<file path="src/rtl/tick_timer_pkg.sv">
// Shared definitions for the tick-driven interval timer: FSM encoding and default counter width.
package tick_timer_pkg;

    localparam int unsigned DEFAULT_W = 8;

    typedef enum logic {
        ST_IDLE = 1'b0,
        ST_RUN  = 1'b1
    } state_e;

endpackage

</file>
<file path="src/rtl/tick_timer.sv">
// Programmable down-counting interval timer clocked by an external tick enable.
// Define AUTO_RELOAD_EN for periodic operation; the default build is one-shot.
module tick_timer
    import tick_timer_pkg::*;
#(
    parameter int unsigned W = DEFAULT_W
) (
    input  logic         clk,
    input  logic         rstn,
    input  logic         tick,
    input  logic         start,
    input  logic         stop,
    input  logic [W-1:0] load_val,
    input  logic         irq_clr,
    output logic         busy,
    output logic [W-1:0] cnt,
    output logic         done,
    output logic         irq
);

    state_e       state_q, state_d;
    logic [W-1:0] cnt_q, cnt_d;
    logic         done_q, done_d;
    logic         irq_q, irq_d;
    logic         irq_set;
    logic         load_zero;

`ifdef AUTO_RELOAD_EN
    logic [W-1:0] reload_q, reload_d;
`endif

    assign load_zero = (load_val == '0);

    // State register
    always_ff @(posedge clk or negedge rstn) begin
        if (!rstn) begin
            state_q <= ST_IDLE;
        end else begin
            state_q <= state_d;
        end
    end

    // Datapath registers
    always_ff @(posedge clk or negedge rstn) begin
        if (!rstn) begin
            cnt_q  <= '0;
            done_q <= 1'b0;
            irq_q  <= 1'b0;
        end else begin
            cnt_q  <= cnt_d;
            done_q <= done_d;
            irq_q  <= irq_d;
        end
    end

`ifdef AUTO_RELOAD_EN
    always_ff @(posedge clk or negedge rstn) begin
        if (!rstn) begin
            reload_q <= '0;
        end else begin
            reload_q <= reload_d;
        end
    end
`endif

    // Next-state and datapath update; priority is stop > start > tick
    always_comb begin
        state_d = state_q;
        cnt_d   = cnt_q;
        done_d  = 1'b0;
        irq_set = 1'b0;
`ifdef AUTO_RELOAD_EN
        reload_d = reload_q;
`endif
        unique case (state_q)
            ST_IDLE: begin
                if (!stop && start) begin
                    if (load_zero) begin
                        cnt_d   = '0;
                        done_d  = 1'b1;
                        irq_set = 1'b1;
                    end else begin
                        cnt_d   = load_val;
                        state_d = ST_RUN;
`ifdef AUTO_RELOAD_EN
                        reload_d = load_val;
`endif
                    end
                end
            end
            ST_RUN: begin
                if (stop) begin
                    state_d = ST_IDLE;
                end else if (start) begin
                    if (load_zero) begin
                        cnt_d   = '0;
                        done_d  = 1'b1;
                        irq_set = 1'b1;
                        state_d = ST_IDLE;
                    end else begin
                        cnt_d = load_val;
`ifdef AUTO_RELOAD_EN
                        reload_d = load_val;
`endif
                    end
                end else if (tick) begin
                    if (cnt_q > W'(1)) begin
                        cnt_d = cnt_q - W'(1);
                    end else if (cnt_q == W'(1)) begin
                        done_d  = 1'b1;
                        irq_set = 1'b1;
`ifdef AUTO_RELOAD_EN
                        cnt_d   = reload_q;
`else
                        cnt_d   = '0;
                        state_d = ST_IDLE;
`endif
                    end
                end
            end
            default: begin
                state_d = ST_IDLE;
            end
        endcase
        // A new expiry outranks a simultaneous clear
        irq_d = irq_set | (irq_q & ~irq_clr);
    end

    // Outputs: all come straight from registers
    always_comb begin
        busy = (state_q == ST_RUN);
        cnt  = cnt_q;
        done = done_q;
        irq  = irq_q;
    end

endmodule
</file>
<file path="config.mk">
export PLATFORM = sky130hd
export DESIGN_NAME = tick_timer
export DESIGN_NICKNAME = d
export VERILOG_FILES = /design/src/rtl/tick_timer_pkg.sv /design/src/rtl/tick_timer.sv
export SDC_FILE = /design/constraint.sdc
export NUM_CORES = 1
export LEC_CHECK = 0
export ABC_AREA = 0
export BUFFER_PORTS_ARGS = -buffer_cell sky130_fd_sc_hd__buf_4
export CAP_MARGIN = 20
export CORE_MARGIN = 4
export CORE_UTILIZATION = 49
export DETAILED_ROUTE_END_ITERATION = 10
export GPL_ROUTABILITY_DRIVEN = 0
export PLACE_DENSITY = 0.77
export SYNTH_ARGS = -nofsm -noshare
export SYNTH_HDL_FRONTEND = slang
export SYNTH_SLANG_ARGS = --single-unit
</file>
<file path="constraint.sdc">
create_clock -name clk -period 5.2 [get_ports clk]
set_input_delay 0.52 -clock clk [delete_from_list [all_inputs] [get_ports clk]]
set_output_delay 0.52 -clock clk [all_outputs]
set_load 0.005 [all_outputs]
</file>
======== Yosys cells after proc, flatten, opt, wreduce, memory -nomap -nowiden ========
Index checks and enable logic that the tools add are counted.
cells by class
  add/sub/neg operators ................... 1
  $lt $le $gt $ge ......................... 1
  equality and inequality tests ........... 5
  muxes and demuxes ....................... 24
  bitwise gates (word level) .............. 4
  reduce and logical (&&, ||, !) cells .... 4
operators with widths
  operator               number
  $mux W8                7
  $pmux W8 S2            1
  $mux W1                14
  $eq A8 B1 Y1 const B   1
  $gt A8 B1 Y1 const B   1
  $logic_not A8 Y1       1
  $sub A8 B1 Y8 const B  1
  $ne A2 B2 Y1 const B   2
  $ne A4 B2 Y1 const B   1
  $pmux W1 S2            2
  $reduce_and A4 Y1      1
  $ne A3 B3 Y1 const B   1
  $not A1 Y1             2
  $and A1 B1 Y1          1
  $logic_and A1 B1 Y1    1
  $logic_not A1 Y1       1
  $or A1 B1 Y1           1
word-level totals
  register bits after elaboration ......... 11
  input port bits ......................... 14
  output and inout bits ................... 11
  word-level logic and storage cells ...... 43

======== Logic depth before layout (Yosys ltp) ========
  word-level depth ........................ 8
  mapped depth ............................ 6
  mapped depth without buffers ............ 6

======== Worst setup path after synthesis ========
OpenSTA, ideal clock, no wires.
  path type ............................... register -> register
  start point ............................. register cnt_q[0], in the netlist cnt[0]
  end point ............................... register cnt_q[1], in the netlist cnt[1]
  library setup time ...................... 125 ps
  data arrival time ....................... 2,102 ps
  required time ........................... 5,075 ps
  path slack .............................. 2,973 ps
  cell stages (with the launch flop) ...... 7
  buffers on the path ..................... 0
  period minus slack after synthesis ...... 2,227 ps
  path through ............................ dfrtp_1 > inv_1 > ha_1 > or4b_4 > o311a_4 > o21ai_4 > mux2_4
on the way
  cells in the longest elaborated chain, start to end .. 6
  elaborated cells between the ends (all ways) .. 10
  classes of those cells .................. add/sub (1); order compare (1); eq/ne (2); mux (5); reduce/logical (1)
ends and longest elaborated chain
  item                                                  line                                  RTL
  start: declaration                                    tick_timer.sv:22                      logic [W-1:0] cnt_q, cnt_d;
  start signal: assignment                              tick_timer.sv:50                      cnt_q <= cnt_d;
  $sub A8 B1 Y8 / $gt A8 B1 Y1 (equally long branches)  tick_timer.sv:108, tick_timer.sv:107
  $mux W8                                               tick_timer.sv:107                     if (cnt_q > W'(1)) begin
  $mux W8                                               tick_timer.sv:106                     end else if (tick) begin
  $mux W8                                               tick_timer.sv:94                      end else if (start) begin
  $mux W8                                               tick_timer.sv:92                      if (stop) begin
  $pmux W8 S2                                           tick_timer.sv:75                      unique case (state_q)
Parallel ways exist; a longest one is shown, timed or not. The select of a mux whose other input is x is not followed.
A chain may end at the register's enable or synchronous reset.

======== Worst setup path after layout ========
Ends and elaborated chain as after synthesis.

==> results.txt <==
die area -> 2240 um2
Vias -> 775
Critical Path RT -> 5370 ps
Worst Tran Pin Value -> 943 ps
Hold WS -> 65.9 ps
wire per inst -> 18.1 um
commonest cells after routing, fill and taps aside -> 24 x buf_4, 11 x dfrtp_1, 6 x o221ai_1, 6 x o2bb2ai_1, 5 x a21oi_1
CTS Root Buffer Type -> clkbuf_4
max incr delay on CP -> 520 ps
Power Dens Cells -> 280 nW/um2
CP max-delay cell -> or4b_4
simple-gate share of the synthesized area -> 0.218
final setup margin -> 2790 ps
fin crit period -> 2410 ps
clk_lat worst skew -> 270 ps
Synth Area per Inst -> 9.72 um2
net count after synthesis -> 94
number of global-route vias before repair -> 732
status -> finished, final reports clean
crit path max fanout -> 8
worst-path cell chain -> inv_1 > ha_1 > or4b_4 > o311a_4 > o21ai_4 > mux2_4
Max-slew headroom -> 0.366
Detailed Routing Iterations Pass 1 -> 4
vias per cell -> 6.57
port buffer count -> 24
buffers and inverters on the worst path -> 1
area share of the leading cell type in the synthesized netlist -> 0.363
PostCTS Resize Cnt -> 0
Top Family by Delay on Critical Path -> compound AO/OA/AOI/OAI gates
die width -> 47.3 um
global-route wire length before repair -> 3530 um
post-synthesis sequential element count -> 11
crit end category -> flop
Pins Over Slew Limit -> 0
worst path arrival time -> 2580 ps
Net count, final -> 120
Post-Layout Cell Count -> 118
largest net degree at the start of global routing -> 17
diodes inserted -> 0
Cells after Synth -> 78
ANT nets after route -> 0
IO Pins -> 25
final period utilization -> 0.464
DIE HEIGHT -> 47.3 um
Clock Tree Buf Depth -> 2
CTS Sinks -> 11
f_max -> 414 MHz
final setup TNS -> 0 ps
top area cells in the synthesized netlist -> dfrtp_1 36%, o221ai_1 6.9%, o2bb2ai_1 6.9%
P_leak -> 0.000437 uW
Hold-fix buffers, CTS -> 0
Synth Cell Area -> 758 um2
leading cell type in the layout, fill and taps excluded -> buf_4
share of layout cells above drive strength 1 -> 0.330
GRT Residual Overflow -> 0
starting density of the core -> 0.548
Fin. Hold Viols -> 0
Setup Buffers After CTS -> 0
DP Cell Count -> 114
RSZ-0062 raised after global routing -> false
Post-Synth Adder-Cell Area -> 0.0330
Hold Crit Class -> in -> async
total track usage -> 0.228
largest area contributor in the netlist -> dfrtp_1
Rows -> 13
FILL cells -> 116
final worst clock skew -> 0.460 ps
multiplexer share of the synthesized area -> 0.0330
initial antenna violation count -> 0
CORE AREA -> 1380 um2
DP Wirelength -> 1650 um
Place WS -> 2830 ps
DRC Markers -> 0
CP startpoint kind -> flop
Layout area overhead -> 28.1%
Seq/Total Area, Yosys -> 0.363
Clk pin slew, worst setup/hold paths -> 70 ps
Setup Viol. Count Final -> 0
combinational family with the most area after synthesis -> compound AO/OA/AOI/OAI gates
Worst VDD drop -> 0.000180 V
CTS tree -> done
CTS buffer count -> 3
Max Cap Viol -> 0
YS warnings -> 0
Setup CP Type -> reg -> reg
wirelength, routed -> 2140 um
Compound-Gate Fraction of Synth Area -> 0.317
Post-Synth XOR/XNOR Area -> 0
synth unique cells -> 34
H-tree depth -> 1
Initial DRC Count -> 28
==> Yosys cell counts (all sizes together) <==
library cell  number
a21o               1
a21oi              5
a22oi              1
a2bb2oi            2
a311oi             1
a31o               1
a31oi              1
and2               1
buf                1
clkbuf             2
dfrtp             11
ha                 2
inv                4
mux2               1
mux2i              1
nand2              4
nand2b             1
nand3              1
nand4              1
nor2               4
nor2b              1
nor3               2
nor3b              3
nor4               4
o21ai              2
o221ai             6
o2bb2ai            6
o311a              1
o41a               1
or2                2
or3                1
or4                2
or4b               1
==> final cells by class <==
class / instances / area [um2] / share of cell area
Clock buffer: 4 / 26.3 / 0.0271
Inverter: 4 / 15.0 / 0.0155
Multi-Input combinational cell: 60 / 455 / 0.469
Sequential cell: 11 / 275 / 0.284
Tap cell: 15 / 18.8 / 0.0193
Timing Repair Buffer: 24 / 180 / 0.186
==> where the power goes <==
part	internal, uW	switching (uW)	leakage [uW]
Clock	29.8	31.2	0.0000150
Sequential	97.0	19.2	0.000139
Combinational	49.2	45.0	0.000284
Total	176	95.4	0.000437
==> metal layers <==
layer  wire [um]  part of all wire  vias to the layer above  track usage
met3         199             0.093                        4       0.0498
li1            -                 -                      365            -
met1         949              0.44                      363        0.326
met4          23             0.011                        0       0.0663
met2         966              0.45                       43        0.342
met5           0                 0                        -            0
==> worst paths after layout <==
path / cells past startpoint / start / endpoint / slack (ps)
max in group asynchronous: 1 / rstn / cnt[5] / 4980
max reg2reg: 6 / cnt[0] / cnt[1] / 2790
min in group clk: 2 / stop / busy / 400
max: 6 / cnt[0] / cnt[1] / 2790
min reg2reg: 1 / irq / irq / 490
min: 1 / rstn / cnt[1] / 70
==> flip-flops by register name (all words and copies together) (netlist names) <==
register	flops
busy	1
cnt	8
done	1
irq	1
==> cell families after synthesis <==
group / Yosys count
AOI/OAI and AO/OA: 28
and+or+nand+nor: 28
buffers and inverters: 7
muxes: 2
DFF: 11
adders and majority gates: 2
==> stage by stage <==
stage	instance area (um2)	util	power, uW
3_5_place_dp	945	0.683	210
2_1_floorplan	758	-	166
3_3_place_gp	945	0.683	208
5_1_grt	971	0.702	287
4_1_cts	971	0.702	271
6_report	971	0.702	271
Power figures use the tool's default switching activity.
